File: src/rtl/vecmat_add_sched.sv
// Dot-product scheduler: feeds 512-bit product chunks to an external adder tree
// and accumulates the tree results into a single 16-bit job result.
module vecmat_add_sched #(
  parameter int ARRAYSIZE = 512,
  parameter int TREE_LAT  = 2,
  parameter int CNT_W     = 6
) (
  input  logic                 clk,
  input  logic                 reset,
  input  logic                 clear,
  input  logic                 start,
  input  logic [CNT_W-1:0]     num_chunks,
  input  logic                 in_valid,
  output logic                 in_ready,
  input  logic [ARRAYSIZE-1:0] in_data,
  output logic [ARRAYSIZE-1:0] tree_in,
  input  logic [15:0]          tree_sum,
  output logic                 out_valid,
  input  logic                 out_ready,
  output logic [15:0]          out_data,
  output logic                 busy,
  output logic                 done
);

  typedef enum logic [1:0] {
    IDLE  = 2'd0,
    FEED  = 2'd1,
    DRAIN = 2'd2,
    OUT   = 2'd3
  } state_t;

  localparam logic [CNT_W-1:0] CNT_ONE = {{(CNT_W-1){1'b0}}, 1'b1};

  state_t               state_r, state_nxt_s;
  logic [CNT_W-1:0]     n_r, issue_cnt_r, acc_cnt_r;
  logic [15:0]          acc_r;
  logic [TREE_LAT:0]    tag_r;
  logic [ARRAYSIZE-1:0] tree_in_r;
  logic                 done_r;
  logic                 accept_s, launch_s, last_issue_s, last_acc_s, handoff_s;

  assign accept_s     = in_valid && (state_r == FEED);
  assign launch_s     = (state_r == IDLE) && start && (num_chunks != {CNT_W{1'b0}});
  assign last_issue_s = accept_s && ((issue_cnt_r + CNT_ONE) == n_r);
  // The tag leaving the last stage marks the cycle tree_sum belongs to a real chunk.
  assign last_acc_s   = tag_r[TREE_LAT] && ((acc_cnt_r + CNT_ONE) == n_r);
  assign handoff_s    = (state_r == OUT) && out_ready;

  // Next-state decode; clear overrides everything, including a concurrent start.
  always_comb begin
    state_nxt_s = state_r;
    if (clear) begin
      state_nxt_s = IDLE;
    end else begin
      case (state_r)
        IDLE:    if (launch_s)     state_nxt_s = FEED;  else state_nxt_s = IDLE;
        FEED:    if (last_issue_s) state_nxt_s = DRAIN; else state_nxt_s = FEED;
        DRAIN:   if (last_acc_s)   state_nxt_s = OUT;   else state_nxt_s = DRAIN;
        OUT:     if (handoff_s)    state_nxt_s = IDLE;  else state_nxt_s = OUT;
        default: state_nxt_s = IDLE;
      endcase
    end
  end

  // State register.
  always_ff @(posedge clk or negedge reset) begin
    if (!reset) state_r <= IDLE;
    else        state_r <= state_nxt_s;
  end

  // Datapath: operand issue, tag pipeline, accumulation and counters.
  always_ff @(posedge clk or negedge reset) begin
    if (!reset) begin
      tree_in_r   <= {ARRAYSIZE{1'b0}};
      tag_r       <= {(TREE_LAT+1){1'b0}};
      acc_r       <= 16'd0;
      n_r         <= {CNT_W{1'b0}};
      issue_cnt_r <= {CNT_W{1'b0}};
      acc_cnt_r   <= {CNT_W{1'b0}};
      done_r      <= 1'b0;
    end else if (clear) begin
      tree_in_r   <= {ARRAYSIZE{1'b0}};
      tag_r       <= {(TREE_LAT+1){1'b0}};
      acc_r       <= 16'd0;
      n_r         <= {CNT_W{1'b0}};
      issue_cnt_r <= {CNT_W{1'b0}};
      acc_cnt_r   <= {CNT_W{1'b0}};
      done_r      <= 1'b0;
    end else begin
      tree_in_r <= accept_s ? in_data : {ARRAYSIZE{1'b0}};
      tag_r     <= {tag_r[TREE_LAT-1:0], accept_s};
      done_r    <= handoff_s;
      if (launch_s) begin
        n_r         <= num_chunks;
        issue_cnt_r <= {CNT_W{1'b0}};
        acc_cnt_r   <= {CNT_W{1'b0}};
        acc_r       <= 16'd0;
      end else begin
        if (accept_s) issue_cnt_r <= issue_cnt_r + CNT_ONE;
        if (tag_r[TREE_LAT]) begin
          acc_r     <= acc_r + tree_sum;
          acc_cnt_r <= acc_cnt_r + CNT_ONE;
        end
      end
    end
  end

  assign tree_in   = tree_in_r;
  assign in_ready  = (state_r == FEED);
  assign out_valid = (state_r == OUT);
  assign out_data  = (state_r == OUT) ? acc_r : 16'd0;
  assign busy      = (state_r != IDLE);
  assign done      = done_r;

endmodule

File: config.mk
export PLATFORM = sky130hd
export DESIGN_NAME = vecmat_add_sched
export DESIGN_NICKNAME = d
export VERILOG_FILES = /design/src/rtl/vecmat_add_sched.sv
export SDC_FILE = /design/constraint.sdc
export NUM_CORES = 1
export LEC_CHECK = 0
export BUFFER_PORTS_ARGS = -buffer_cell sky130_fd_sc_hd__buf_2
export CORE_AREA = 2 2 413 415
export CTS_BUF_LIST = sky130_fd_sc_hd__clkbuf_16
export DETAILED_ROUTE_END_ITERATION = 12
export DIE_AREA = 0 0 415 417
export PLACE_DENSITY = 0.31
export SYNTH_ARGS = -nofsm -noshare
export SYNTH_HDL_FRONTEND = slang
export SYNTH_SLANG_ARGS = --single-unit
File: constraint.sdc
create_clock -name clk -period 2.1 [get_ports clk]
set_input_delay 0.105 -clock clk [delete_from_list [all_inputs] [get_ports clk]]
set_output_delay 0.105 -clock clk [all_outputs]
set_load 0.1 [all_outputs]
==> results.json, run 1 <==
{
  "nFillCells": 18586,
  "setup-violations-final": 1,
  "async_flop_share": 1.000,
  "netlist_top_cells_area": "sky130_fd_sc_hd__dfrtp_1 73%, sky130_fd_sc_hd__and2_1 17%, sky130_fd_sc_hd__clkbuf_1 1.4%",
  "maxcap_violations": 0,
  "cpPeakStageDelay_ns": 0.50,
  "critical_path.reg2reg.startpoint": "acc_r[2]",
  "ir_worst_vdd_v": 0.0005525,
  "end_kind": "flop",
  "yosys.cell_types.count": 46,
  "sw_share": 0.2905,
  "setup.reg_to_reg.worst_slack_ns": -0.02,
  "total_half_perimeter_wirelength_after_legalization_and_detailed_placement_mm": 82.20,
  "worst_path_max_delay_cell": "sky130_fd_sc_hd__or4b_1",
  "finalHoldWorstSlack_ns": 0.1062,
  "postLayoutSetupSlackWorst_ns": -0.01720,
  "crit_path_max_fanout": 3,
  "clock_skew_ns": 0.02528,
  "power.switching_mw": 7.733,
  "place.gp.congestion": 0.8466,
  "route.vias.total": 16847,
  "cts.sink_count": 552,
  "preCtsSetupSlack_ns": -0.1863,
  "drt_first_pass_iters": 7,
  "status": "complete, but fails checks",
  "grt_pass1_wl_mm": 144.1,
  "core_mm2": 0.1685,
  "drt_drc_violations_left": 0,
  "r2r_end": "acc_r[11]",
  "worstMarginPinSlew_ns": 0.5988,
  "synth-seq-area-share": 0.7261,
  "clock_tree.buffer_depth": 3,
  "period_share": 1.008,
  "grt.overflow.total": 0,
  "finish.utilization": 0.2123,
  "violations": "setup timing",
  "power_frac_clock": 0.446,
  "area.sequential_mm2": 0.01381,
  "area.growth.synth_to_final_pct": 88.02,
  "fmax_ghz": 0.4723,
  "power_leakage_nw": 18.94,
  "drive_above_1_share": 0.4077,
  "syn_avg_cell_area_um2": 13.61,
  "num_ports": 1072,
  "post_placement_cell_area_mm2": 0.02787,
  "numCtsBuffers": 72,
  "setup.worst_path.end": "acc_r[11]",
  "syn_inst": 1398,
  "critical_path.cell_chain": "ha_4 -> nand3_2 -> o211ai_1 -> a311o_1 -> a21oi_2 -> or4b_1 -> nand3_1",
  "timing.critical_path.depth": 7,
  "dieArea_mm2": 0.1731,
  "startpoint_type": "flop",
  "area_taken_by_multi_input_logic_gates_mm2": 0.005036,
  "finalHoldViolCount": 0,
  "root_buffer": "sky130_fd_sc_hd__clkbuf_16",
  "nets": 3660,
  "syn-num-nets": 1956,
  "drt_antenna_net_count": 0,
  "synthDominantAreaCellType": "sky130_fd_sc_hd__dfrtp_1",
  "crit_required_ns": 2.69,
  "synth_seq_cells": 552,
  "die_x_um": 415,
  "cp_top_family": "compound AO/OA/AOI/OAI gates",
  "timing.slew.headroom": 0.6008,
  "critical_path.n_buffers_inverters": 0,
  "share_seq_of_total_power": 0.410,
  "grt.total_usage": 0.1172,
  "tritoncts_clock_tree": "built",
  "final-max-slew-violation-count": 0,
  "synth-main-ff-cell": "sky130_fd_sc_hd__dfrtp_1",
  "die_h_um": 417,
  "critPathLaunch": "acc_r[2]",
  "post-synth-top-area-fraction": 0.7261,
  "floorplan.initialDensity": 0.1129,
  "grt_pass1_vias": 18640,
  "rows": 151,
  "rr_worst_depth": 7,
  "synth_warnings": 0,
  "p_int_mw": 18.88,
  "grt_max_degree": 81,
  "wl_per_instance_um": 19.27,
  "post_drt_via_cell_ratio": 3.130,
  "insertion_delay_ns": 0.67,
  "clk_pin_slew_worst_paths_ns": 0.05,
  "synthesis.area_mm2": 0.01902,
  "holdCritPathClass": "input pin to flop",
  "cts_htree_levels": 3,
  "combinationalPowerShare": 0.144,
  "drt_iter0_markers": 672,
  "synth_edf_count": 0,
  "data_arrival_time_of_the_critical_path_ns": 2.71,
  "antenna_found_initial": 30,
  "io_buffers": 1071,
  "totalWireLength_mm": 103.7,
  "final.min_clock_period_ns": 2.117,
  "final_design_area_no_fill_mm2": 0.03577,
  "critPathKind": "flop to flop",
  "rsz0062_at_grt": "yes",
  "p_per_area_mw_per_mm2": 744.1,
  "fin_total_pwr_mw": 26.62
}
worst min-delay path by stage:
stage                            from           end  slack [ns]  cells past startpoint
after global placement          reset  tree_in[397]        0.03                      1
after floorplan                 reset  acc_cnt_r[0]       -0.19                      0
after global routing      tree_sum[4]      acc_r[4]        0.06                      6
final                     tree_sum[9]      acc_r[9]        0.11                      4
after CTS                 tree_sum[4]      acc_r[4]       0.009                      6
after detailed placement        reset  tree_in[397]        0.03                      1
per-layer routing:
layer | track usage | routed length (um) | up-vias
met5 | 0 | 0 | -
met4 | 0.03012 | 2135 | 0
met3 | 0.03735 | 7266 | 119
met2 | 0.2032 | 52420 | 570
met1 | 0.1392 | 41900 | 8316
li1 | - | - | 7842
worst reg2reg max path, cell delays in order, from the launching register on:
cell and delay, ns:
sky130_fd_sc_hd__dfrtp_1 0.40, sky130_fd_sc_hd__ha_4 0.29, sky130_fd_sc_hd__nand3_2 0.07, sky130_fd_sc_hd__o211ai_1 0.38, sky130_fd_sc_hd__a311o_1 0.27, sky130_fd_sc_hd__a21oi_2 0.07, sky130_fd_sc_hd__or4b_1 0.50, sky130_fd_sc_hd__nand3_1 0.08
flip-flops by register name, indices dropped and copies added (netlist names):
signal	count
acc_cnt_r	6
done	1
issue_cnt_r	6
n_r	6
state_r	2
tag_r	3
acc_r	16
tree_in	512
final cells by class:
cell class	count	area share
flip-flops and latches	552	0.3862
repair buffers	1705	0.3318
multi-input cells	762	0.1408
well taps	2218	0.07758
clock buffers	72	0.05037
clock inverters	59	0.01189
inverters	9	0.0009444
diodes	6	0.0004197
logic make-up after synthesis:
family / share of synthesized area
simple gates: 0.2036
flops: 0.7261
buf+inv: 0.01664
compound gates: 0.02427
xor+xnor: 0.01243
fa+ha+maj: 0.01223
mux: 0.004735
through the flow:
step | instances | setup TNS [ns]
final | 5383 | -0.01720
after global routing | 5379 | -0.1967
after detailed placement | 4700 | -0.5173
after floorplan | 1398 | 0
after CTS | 5371 | -0.1448
after global placement | 4700 | -0.5992
synth_stat cells, types with 4 or more instances:
cell type	count
sky130_fd_sc_hd__a211oi_1	4
sky130_fd_sc_hd__o21bai_1	6
sky130_fd_sc_hd__xnor2_1	13
sky130_fd_sc_hd__nand4_1	8
sky130_fd_sc_hd__and2_1	515
sky130_fd_sc_hd__o21ai_0	15
sky130_fd_sc_hd__a21oi_1	22
sky130_fd_sc_hd__inv_1	9
sky130_fd_sc_hd__mux2i_1	9
sky130_fd_sc_hd__nand2b_1	4
sky130_fd_sc_hd__nor2b_1	7
sky130_fd_sc_hd__o211ai_1	6
sky130_fd_sc_hd__nand2_1	19
sky130_fd_sc_hd__xor2_1	14
sky130_fd_sc_hd__a22o_1	5
sky130_fd_sc_hd__nand3_1	19
sky130_fd_sc_hd__ha_1	17
sky130_fd_sc_hd__and3_1	19
sky130_fd_sc_hd__nor2_1	24
sky130_fd_sc_hd__dfrtp_1	552
sky130_fd_sc_hd__nand3b_1	5
sky130_fd_sc_hd__clkbuf_1	72
placed cells by master (no fill, tap or decap), types with 15 or more instances in the layout:
master,synthesis,routed
sky130_fd_sc_hd__a21oi_1,22,15
sky130_fd_sc_hd__and2_1,515,515
sky130_fd_sc_hd__buf_12,0,24
sky130_fd_sc_hd__buf_2,0,1052
sky130_fd_sc_hd__buf_4,0,83
sky130_fd_sc_hd__clkbuf_16,0,73
sky130_fd_sc_hd__dfrtp_1,552,552
sky130_fd_sc_hd__dlygate4sd3_1,0,537
sky130_fd_sc_hd__inv_1,9,31
sky130_fd_sc_hd__nand2_1,19,18
sky130_fd_sc_hd__nand3_1,19,18
sky130_fd_sc_hd__nor2_1,24,22
power groups by stage:
stage,Combinational [mW],Sequential (mW),Clock (mW)
floorplan,0.335,12.4,0
global placement,3.03,11.1,0
detailed placement,3.01,11.1,0
CTS,3.91,10.9,12.4
global route,4.08,10.9,12.8
finish,3.84,10.9,11.9
repair_timing:
action,CTS,global route
resized for setup,35,15
setup buffers,2,5
pin swaps,1,9
gates cloned,0,1
endpoints found under the hold margin,1092,0
setup endpoints to repair,24,15
hold buffers,538,0
(Power assumes the default switching activity.)
==> run 2: changes to the inputs <==
ABC_AREA = 1   (was not set)
CORE_AREA = 2 2 423 425   (was 2 2 413 415)
DIE_AREA = 0 0 425 427   (was 0 0 415 417)
SLEW_MARGIN = 20   (was not set)
==> results.json, run 2 <==
{
  "status": "finished, final reports clean",
  "crit_required_ns": 2.00,
  "critical_path.cell_chain": "nand2_2 -> buf_4 -> nor2_1 -> buf_12",
  "rr_worst_depth": 8,
  "period_share": 0.9380,
  "die_x_um": 425,
  "postLayoutSetupSlackWorst_ns": 0.1303,
  "cts_htree_levels": 3,
  "grt_max_degree": 163,
  "crit_path_max_fanout": 10,
  "grt_pass1_vias": 21560,
  "maxcap_violations": 0,
  "startpoint_type": "flop",
  "power_leakage_nw": 19.15,
  "finalHoldViolCount": 0,
  "post-synth-top-area-fraction": 0.6913,
  "critPathKind": "flop to primary output",
  "drt_first_pass_iters": 4,
  "area.growth.synth_to_final_pct": 84.91,
  "place.gp.congestion": 0.9300,
  "num_ports": 1072,
  "preCtsSetupSlack_ns": 0.1675,
  "clock_tree.buffer_depth": 3,
  "setup-violations-final": 0,
  "die_h_um": 427,
  "netlist_top_cells_area": "sky130_fd_sc_hd__dfrtp_1 69%, sky130_fd_sc_hd__nand2_1 12%, sky130_fd_sc_hd__nor2_1 11%",
  "synth-main-ff-cell": "sky130_fd_sc_hd__dfrtp_1",
  "layout_commonest_cell": "sky130_fd_sc_hd__buf_2",
  "floorplan.initialDensity": 0.1127,
  "data_arrival_time_of_the_critical_path_ns": 1.86,
  "numCtsBuffers": 74,
  "route.vias.total": 20131,
  "hold_depth": 5,
  "cp_top_family": "buffers and inverters",
  "drive_above_1_share": 0.3356,
  "antenna_found_initial": 9,
  "grt.overflow.total": 0,
  "timing.slew.headroom": 0.3379,
  "drt_antenna_net_count": 0,
  "insertion_delay_ns": 0.67,
  "synthDominantAreaCellType": "sky130_fd_sc_hd__dfrtp_1",
  "worst_path_max_delay_cell": "sky130_fd_sc_hd__dfrtp_1",
  "cts.sink_count": 552,
  "grt_pass1_wl_mm": 156.9,
  "yosys.cell_types.count": 30,
  "min_delay_worst_endpoint": "acc_r[4]",
  "fmax_ghz": 0.5077,
  "largest_register_ffs": 512,
  "grt.total_usage": 0.1202,
  "synthesis.area_mm2": 0.01998,
  "post_drt_via_cell_ratio": 3.275,
  "dieArea_mm2": 0.1815,
  "ir_worst_vdd_v": 0.0005072,
  "rsz0062_at_grt": "no",
  "critical_path.n_buffers_inverters": 2,
  "rows": 155,
  "final-max-slew-violation-count": 0,
  "synth-seq-area-share": 0.6913,
  "synth_edf_count": 0,
  "syn_inst": 2058,
  "syn-num-nets": 2616,
  "total_half_perimeter_wirelength_after_legalization_and_detailed_placement_mm": 87.58,
  "worstMarginPinSlew_ns": 0.9931,
  "mostFrequentLayoutCells": "1051 x sky130_fd_sc_hd__buf_2, 613 x sky130_fd_sc_hd__nand2_1, 572 x sky130_fd_sc_hd__dlygate4sd3_1",
  "synth_seq_cells": 552,
  "cpPeakStageDelay_ns": 0.40,
  "clk_pin_slew_worst_paths_ns": 0.05,
  "setup.reg_to_reg.worst_slack_ns": 0.16,
  "holdCritPathClass": "input pin to flop",
  "wl_per_instance_um": 18.50,
  "syn_avg_cell_area_um2": 9.709,
  "synth_warnings": 0,
  "timing.hold.worst.start": "tree_sum[4]",
  "totalWireLength_mm": 113.7,
  "root_buffer": "sky130_fd_sc_hd__clkbuf_16",
  "drt_drc_violations_left": 0,
  "tritoncts_clock_tree": "built",
  "synth.top_cells.by_count": "614 x sky130_fd_sc_hd__nand2_1, 562 x sky130_fd_sc_hd__nor2_1, 552 x sky130_fd_sc_hd__dfrtp_1",
  "async_flop_share": 1.000,
  "nets": 4282,
  "yosysMostFrequentCell": "sky130_fd_sc_hd__nand2_1",
  "p_per_area_mw_per_mm2": 752.7,
  "final.min_clock_period_ns": 1.970,
  "drt_iter0_markers": 986,
  "clock_skew_ns": 0.01561,
  "io_buffers": 1071,
  "end_kind": "primary output",
  "critical_path.reg2reg.startpoint": "state_r[1]",
  "fin_total_pwr_mw": 27.81,
  "r2r_end": "tree_in[415]",
  "finalSetupTns_ns": 0,
  "core_mm2": 0.1773
}
-- run 2: changes by cell type in the layout (fill, tap and decap cells not counted), moves of 20 or more --
cell | previous run | this run
sky130_fd_sc_hd__dlygate4sd3_1 | 537 | 572
sky130_fd_sc_hd__nand3_1 | 18 | 38
sky130_fd_sc_hd__nand2_1 | 18 | 613
sky130_fd_sc_hd__nor2_1 | 22 | 547
sky130_fd_sc_hd__and2_1 | 515 | 0
sky130_fd_sc_hd__inv_1 | 31 | 80
sky130_fd_sc_hd__buf_4 | 83 | 46
-- run 2: worst max path at each step --
| stage | slack [ns] | from | cells after the start | to |
|---|---|---|---|---|
| finish | 0.13 | state_r[0] | 4 | out_data[14] |
| global route | 0.0009 | state_r[0] | 4 | out_data[14] |
| CTS | -0.02 | state_r[0] | 4 | out_data[11] |
| detailed placement | 0.17 | acc_r[0] | 8 | acc_r[8] |
| global placement | 0.13 | acc_r[0] | 8 | acc_r[8] |
| floorplan | -0.03 | state_r[0] | 3 | out_data[10] |
-- run 2: per-stage QoR --
stage / util / cell area [um^2] / hold slack, ns / std cells
floorplan: - / 19980 / -0.1906 / 2058
CTS: 0.2080 / 36870 / 0.006151 / 6134
global route: 0.2083 / 36930 / 0.09565 / 6138
global placement: 0.1623 / 28770 / 0.1361 / 5429
detailed placement: 0.1623 / 28770 / 0.1411 / 5429
finish: 0.2084 / 36950 / 0.1099 / 6146
-- run 2: layer usage --
metal  wire, um  track usage  share of wire  vias to the layer above
met1      45560       0.1403           0.40                     9686
met2      57080       0.2076           0.50                      722
met3       7884      0.03564          0.069                      128
met5         24            0        0.00021                        -
met4       3153      0.04320          0.028                        4
li1           -            -              -                     9591
-- run 2: what timing repair did --
action	4_1_cts	5_1_grt
hold buffers	572	0
hold endpoints to repair	1030	0
setup endpoints to repair	17	23
gates resized for setup	12	8
setup buffers	0	2
gates cloned	0	0
pin swaps	0	1
-- run 2: worst reg2reg max path, stage by stage (launching register included) --
cell and delay [ns]:
sky130_fd_sc_hd__dfrtp_1 0.40, sky130_fd_sc_hd__inv_2 0.08, sky130_fd_sc_hd__nand2_1 0.10, sky130_fd_sc_hd__nor2_4 0.15, sky130_fd_sc_hd__buf_12 0.13, sky130_fd_sc_hd__buf_16 0.20, sky130_fd_sc_hd__nand2_1 0.18, sky130_fd_sc_hd__nor2_1 0.09
sky130_fd_sc_hd__dlygate4sd3_1 0.56
-- run 2: cells by family (layout without fill, tap and decap cells) --
kind of cell / after synthesis / after routing / share of synthesized area
AND/OR/NAND/NOR: 1226 / 1226 / 0.2353
AO/OA/AOI/OAI: 69 / 69 / 0.01922
other: 0 / 10 / 0
buffers and inverters: 185 / 1908 / 0.03901
flip-flops: 552 / 552 / 0.6913
XOR/XNOR: 8 / 8 / 0.003507
adder cells (fa/ha/maj): 18 / 18 / 0.01165
-- run 2: where the power goes --
group          internal [mW]  leakage [nW]  total, mW  switching, mW
Sequential              10.8          7.66       10.9         0.0825
Combinational           1.43          10.3       4.32           2.89
Clock                   7.24          1.22       12.6           5.33
Total                   19.5          19.1       27.8           8.30
-- run 2: area by class of cell --
class | count | area [um^2]
multi-input cells | 1321 | 5440
clock buffers | 75 | 1877
repair buffers | 1709 | 12130
diodes | 10 | 25.02
fillers | 19863 | 140300
flip-flops and latches | 552 | 13810
inverters | 66 | 247.7
clock inverters | 58 | 466.7
well taps | 2355 | 2947
